$ cat config.mk
export PLATFORM = sky130hd
export DESIGN_NAME = lt24_bus_decoder
export DESIGN_NICKNAME = d
export VERILOG_FILES = /design/src/rtl/lt24_bus_decoder.sv
export SDC_FILE = /design/constraint.sdc
export NUM_CORES = 1
export LEC_CHECK = 0
export BUFFER_PORTS_ARGS = -buffer_cell sky130_fd_sc_hd__buf_4
export CORE_ASPECT_RATIO = 0.7
export CORE_MARGIN = 3
export CORE_UTILIZATION = 25
export DETAILED_ROUTE_END_ITERATION = 8
export SLEW_MARGIN = 40
export SYNTH_ARGS = -nofsm -noshare
export SYNTH_HDL_FRONTEND = slang
export SYNTH_SLANG_ARGS = --single-unit
$ cat constraint.sdc
create_clock -name clk -period 2.07 [get_ports clk]
set_input_delay 0.414 -clock clk [delete_from_list [all_inputs] [get_ports clk]]
set_output_delay 0.414 -clock clk [all_outputs]
set_load 0.1 [all_outputs]
$ cat src/rtl/lt24_bus_decoder.sv
// LT24 (ILI9341) 8080 write-bus receiver: synchronizes the bus, decodes window and RAM-write
// commands, and streams one (x, y, rgb565) beat per written pixel through a 1-deep output register.
module lt24_bus_decoder #(
  parameter int H_RES       = 240,
  parameter int V_RES       = 320,
  parameter int SYNC_STAGES = 2
) (
  input  logic        clk,
  input  logic        reset,
  input  logic [17:0] lcd_data_in,
  input  logic        lcd_command_data,
  input  logic        lcd_write,
  input  logic        lcd_chipselect,
  input  logic        lcd_reset_x,
  output logic        pix_valid,
  input  logic        pix_ready,
  output logic [15:0] pix_x,
  output logic [15:0] pix_y,
  output logic [15:0] pix_data,
  output logic        frame_done,
  output logic [7:0]  last_cmd,
  output logic        overflow,
  input  logic        clr_overflow
);

  localparam logic [15:0] COL_END_RST  = 16'(H_RES - 1);
  localparam logic [15:0] PAGE_END_RST = 16'(V_RES - 1);
  // Bus word layout {resx, csx, dcx, wrx, data}; idle = all strobes deasserted
  localparam logic [19:0] BUS_IDLE     = 20'hF_0000;

  typedef enum logic [1:0] {IDLE, CASET, PASET, RAMWR} stateT;

  logic [19:0] busSync_q [SYNC_STAGES];
  logic        wrxPrev_q;
  logic        resxS, csxS, dcxS, wrxS;
  logic [15:0] dataS;
  logic        writeEdge;
  logic        unusedDataHi;

  stateT       state_q;
  logic [1:0]  paramIdx_q;
  logic [23:0] paramBuf_q;
  logic [15:0] colStart_q, colEnd_q, pageStart_q, pageEnd_q;
  logic [15:0] curX_q, curY_q;
  logic [15:0] nextX_d, nextY_d;
  logic        lastPix;
  logic        evt_q, evtDcx_q;
  logic [15:0] evtData_q;
  logic        evtLive, pixEvt, pixLoad, pixDrop;
  logic        pixValid_q, frameDone_q, overflow_q;
  logic [15:0] pixX_q, pixY_q, pixData_q;
  logic [7:0]  lastCmd_q;

  assign unusedDataHi = ^lcd_data_in[17:16];

  always_ff @(posedge clk) begin
    if (reset) begin
      for (int i = 0; i < SYNC_STAGES; i++) busSync_q[i] <= BUS_IDLE;
      wrxPrev_q <= 1'b1;
    end else begin
      busSync_q[0] <= {lcd_reset_x, lcd_chipselect, lcd_command_data, lcd_write, lcd_data_in[15:0]};
      for (int i = 1; i < SYNC_STAGES; i++) busSync_q[i] <= busSync_q[i-1];
      wrxPrev_q <= busSync_q[SYNC_STAGES-1][16];
    end
  end

  assign resxS     = busSync_q[SYNC_STAGES-1][19];
  assign csxS      = busSync_q[SYNC_STAGES-1][18];
  assign dcxS      = busSync_q[SYNC_STAGES-1][17];
  assign wrxS      = busSync_q[SYNC_STAGES-1][16];
  assign dataS     = busSync_q[SYNC_STAGES-1][15:0];
  assign writeEdge = ~wrxPrev_q & wrxS & ~csxS & resxS;

  // Raster pointer step: column wraps into the next page, page wraps to the window top
  always_comb begin
    lastPix = (curX_q == colEnd_q) && (curY_q == pageEnd_q);
    nextX_d = curX_q + 16'd1;
    nextY_d = curY_q;
    if (curX_q == colEnd_q) begin
      nextX_d = colStart_q;
      nextY_d = (curY_q == pageEnd_q) ? pageStart_q : curY_q + 16'd1;
    end
  end

  assign evtLive = evt_q & resxS;
  assign pixEvt  = evtLive & evtDcx_q & (state_q == RAMWR);
  assign pixLoad = pixEvt & (~pixValid_q | pix_ready);
  assign pixDrop = pixEvt & pixValid_q & ~pix_ready;

  always_ff @(posedge clk) begin
    if (reset || !resxS) begin
      state_q     <= IDLE;
      paramIdx_q  <= 2'd0;
      paramBuf_q  <= 24'd0;
      colStart_q  <= 16'd0;
      colEnd_q    <= COL_END_RST;
      pageStart_q <= 16'd0;
      pageEnd_q   <= PAGE_END_RST;
      curX_q      <= 16'd0;
      curY_q      <= 16'd0;
      evt_q       <= 1'b0;
      evtDcx_q    <= 1'b0;
      evtData_q   <= 16'd0;
      pixValid_q  <= 1'b0;
      pixX_q      <= 16'd0;
      pixY_q      <= 16'd0;
      pixData_q   <= 16'd0;
      frameDone_q <= 1'b0;
    end else begin
      evt_q       <= writeEdge;
      evtDcx_q    <= dcxS;
      evtData_q   <= dataS;
      frameDone_q <= 1'b0;
      if (evt_q && !evtDcx_q) begin
        paramIdx_q <= 2'd0;
        case (evtData_q[7:0])
          8'h2A:   state_q <= CASET;
          8'h2B:   state_q <= PASET;
          8'h2C: begin
            state_q <= RAMWR;
            curX_q  <= colStart_q;
            curY_q  <= pageStart_q;
          end
          8'h3C:   state_q <= RAMWR;
          default: state_q <= IDLE;
        endcase
      end else if (evt_q) begin
        case (state_q)
          CASET, PASET: begin
            // First three bytes are buffered; the window commits only on the fourth
            if (paramIdx_q == 2'd3) begin
              if (state_q == CASET) begin
                colStart_q <= paramBuf_q[23:8];
                colEnd_q   <= {paramBuf_q[7:0], evtData_q[7:0]};
              end else begin
                pageStart_q <= paramBuf_q[23:8];
                pageEnd_q   <= {paramBuf_q[7:0], evtData_q[7:0]};
              end
              state_q    <= IDLE;
              paramIdx_q <= 2'd0;
            end else begin
              paramBuf_q <= {paramBuf_q[15:0], evtData_q[7:0]};
              paramIdx_q <= paramIdx_q + 2'd1;
            end
          end
          RAMWR: begin
            curX_q      <= nextX_d;
            curY_q      <= nextY_d;
            frameDone_q <= lastPix;
          end
          default: ;
        endcase
      end
      if (pixLoad) begin
        pixValid_q <= 1'b1;
        pixX_q     <= curX_q;
        pixY_q     <= curY_q;
        pixData_q  <= evtData_q;
      end else if (pixValid_q && pix_ready) begin
        pixValid_q <= 1'b0;
      end
    end
  end

  // Overflow and last command survive the RESX soft reset; only the hard reset clears them
  always_ff @(posedge clk) begin
    if (reset) begin
      overflow_q <= 1'b0;
      lastCmd_q  <= 8'h00;
    end else begin
      if (pixDrop) overflow_q <= 1'b1;
      else if (clr_overflow) overflow_q <= 1'b0;
      if (evtLive && !evtDcx_q) lastCmd_q <= evtData_q[7:0];
    end
  end

  assign pix_valid  = pixValid_q;
  assign pix_x      = pixX_q;
  assign pix_y      = pixY_q;
  assign pix_data   = pixData_q;
  assign frame_done = frameDone_q;
  assign last_cmd   = lastCmd_q;
  assign overflow   = overflow_q;

endmodule

==> results.ini <==
[synth]
yosysSeqAreaShare_pct = 52.6
synth_nets = 1116
synth_top_family_by_area = simple AND/OR/NAND/NOR gates
synth_seq_cells = 242
yosys-top-cells-count = 313 x nand2_1, 242 x dfxtp_1, 142 x a21oi_1
syn_avg_cell_area_um2 = 8.49
synth_top_flop_cell = dfxtp_1
yosysWarnings = 0
synth_area_leaders = dfxtp_1 53%, nand2_1 13%, a21oi_1 7.7%
synthDistinctLibCells = 47
synth_top_area_share_pct = 52.6
synth-async-reset-ratio_pct = 0
syn-instance-count = 1085
yosysMostFrequentCell = nand2_1
syn_area_um2 = 9210
synthXorXnorAreaFrac_pct = 4.38
synth-simple-area-share_pct = 24.9
synth_edf_count = 0
synth_area_leader_cell = dfxtp_1
synth_compound_area_share_pct = 11.2
synth.area.mux_share_pct = 2.73
yosys.area_share.adder_pct = 0.680

[critical_path]
crit_required_ns = 2.53
path_max_fanout = 7
worst_setup_path_end_kind = register
critPathLaunchType = register
path_class = reg2reg
arrival_ns = 2.58

[route]
avgRoutedWirePerCell_um = 15.4
finalWirelength_um = 26400
dr.pass1.iters = 6
drc = 0
postRouteAntennaNets = 0
vias = 7831
vias_per_cell = 4.58
drtIter0Drc = 671

[sta]
min_period_over_period_pct = 103
fin_worst_skew_ns = 0.0132
relSlewSlack_pct = 60.9
holdWs_ns = 0.0728
drv_slew = 0
max_clock_freq_mhz = 471
rsz0062_at_grt = yes
fin_ws_ns = -0.0535
period_needed_ns = 2.12
worst_pin_slew_ns = 0.585
hold_viol = 0
setup_viol = 1

[placement]
place_hpwl_um = 18200
post-place-cells = 1656
dp_worst_setup_slack_ns = -0.0596
place_congestion = 0.838
port_buffers = 82

[global_routing]
grt_pass1_vias = 7363
grt_usage_pct = 12.9
antenna_found_initial = 0
grt_max_degree = 51
grt_pass1_wl_um = 41300
gr-total-overflow = 0

[finish]
fin_nets = 1242
final_cells = 1708
area_delta_synth_final_pct = 30.3
diodes = 0
utilization_pct = 33.2
drive_gt1_share_pct = 22.1

[worst_hold_path]
hp-class = in2reg

[status]
status = complete, but fails checks
failed_checks = negative setup slack

[power_and_ir_drop]
max-vdd-ir-drop_mv = 0.505
power_density_nw_per_um2 = 769
leakage_nw = 4.70

[clock_tree]
cts_buffer_depth = 3
cts_buffers = 24
htree_levels = 1
cts.sinks = 242
clkTransAtPathRegs_ns = 0.06
clk_latency_ns = 0.53
clockRootBuffer = clkbuf_16
cts_tree = done

[floorplanning]
core_um2 = 36100
fp.dieArea_um2 = 39200
die_w_um = 235
die_y_um = 167
pin_count = 85
rows = 58
start_util_pct = 25.5

[job]
drv_cap = 0

==> state kept, by name, summed over array words and instances (netlist names) <==
| signal | flops |
|---|---|
| colStart_q | 16 |
| evtDcx_q | 1 |
| wrxPrev_q | 1 |
| state_q | 2 |
| last_cmd | 8 |
| busSync_q | 40 |
| evt_q | 1 |
| curY_q | 16 |
| pageEnd_q | 16 |
| paramIdx_q | 2 |
| pix_x | 16 |
| paramBuf_q | 24 |
| evtData_q | 16 |
| pix_y | 16 |
| pix_data | 16 |
| frame_done | 1 |
| curX_q | 16 |
| pageStart_q | 16 |
| pix_valid | 1 |
| colEnd_q | 16 |
| overflow | 1 |
==> area by class of cell <==
cell class,instances,area [um2]
Fill cell,3800,24100
Sequential cell,242,4850
Multi-Input combinational cell,765,4330
Timing Repair Buffer,174,1430
Clock buffer,30,664
Tap cell,480,601
Clock inverter,13,109
Inverter,4,15.0
==> report_power, final <==
part	leakage [nW]	internal, mW	switching [mW]	total [mW]
logic	2.37	0.0812	0.132	0.213
registers	1.96	4.70	0.0107	4.71
clock network	0.376	2.42	1.88	4.29
total	4.70	7.20	2.02	9.22
==> what timing repair did <==
item                       CTS  global route
pin swaps                   16            14
setup endpoints to repair   27            30
buffers inserted             3             4
resized for setup           40            30
hold buffers                 0             0
cloned                       3             0
==> routing by layer <==
metal  track usage (%)  vias up  wire length [um]
met5                 0        -                 0
met4              2.38        0               416
met3              2.80       33              1610
met2              19.3      198             11300
met1              19.1     3754             13000
li1                  -     3846                 -
==> per-stage QoR <==
stage | setup TNS (ns) | instance area [um2] | total power, mW
after floorplan | 0 | 9210 | 4.93
after global placement | -0.197 | 10800 | 5.02
after detailed placement | -0.595 | 10800 | 5.03
after CTS | -0.477 | 11800 | 9.33
after global routing | -1.04 | 12000 | 9.52
final | -0.0535 | 12000 | 9.22
==> critical path: stages, from the launching register on <==
cell and delay [ns]:
dfxtp_1 0.31, or4b_4 0.54, o31a_4 0.34, buf_12 0.15, buf_16 0.14, nor3b_4 0.18, xor2_1 0.18, mux2i_1 0.10
nor2_1 0.11
==> path summary, 6_finish.rpt <==
path	startpoint	end	slack [ns]	depth (start not counted)
hold reg to reg	wrxPrev_q	evt_q	0.40	1
setup reg to reg	evtData_q[4]	curX_q[8]	-0.05	8
hold / removal	lcd_reset_x	busSync_q[0][19]	0.07	2
setup / recovery	evtData_q[4]	curX_q[8]	-0.05	8
==> layout by cell type, fill, tap and decap left out, types with 3 or more instances in the layout <==
| cell type | n |
|---|---|
| buf_6 | 3 |
| nor3_4 | 4 |
| xor2_1 | 46 |
| nor4_2 | 4 |
| nor3_2 | 3 |
| dfxtp_1 | 240 |
| inv_1 | 4 |
| nor3_1 | 4 |
| or2_2 | 10 |
| nor2b_1 | 34 |
| nor4b_1 | 3 |
| ha_1 | 5 |
| buf_4 | 162 |
| buf_12 | 6 |
| nand2_1 | 312 |
| o21ai_1 | 4 |
| a21boi_1 | 6 |
| o22ai_2 | 10 |
| nand2b_1 | 4 |
| and3_1 | 3 |
| a21oi_1 | 142 |
| nor4b_4 | 4 |
| o21ai_0 | 4 |
| and2_1 | 18 |
| a32o_1 | 3 |
| nand3_1 | 28 |
| clkinvlp_4 | 3 |
| clkinv_4 | 3 |
| clkbuf_1 | 3 |
| mux2i_1 | 23 |
| nor2_1 | 35 |
| nor4_1 | 8 |
| clkbuf_16 | 25 |
| nand4_1 | 8 |
| clkinv_2 | 6 |
==> logic make-up after synthesis <==
| logic type | Yosys count |
|---|---|
| compound gates | 187 |
| xor+xnor | 46 |
| mux | 25 |
| fa+ha+maj | 5 |
| buf+inv | 78 |
| simple gates | 502 |
| flops | 242 |
Power figures use the tool's default switching activity.
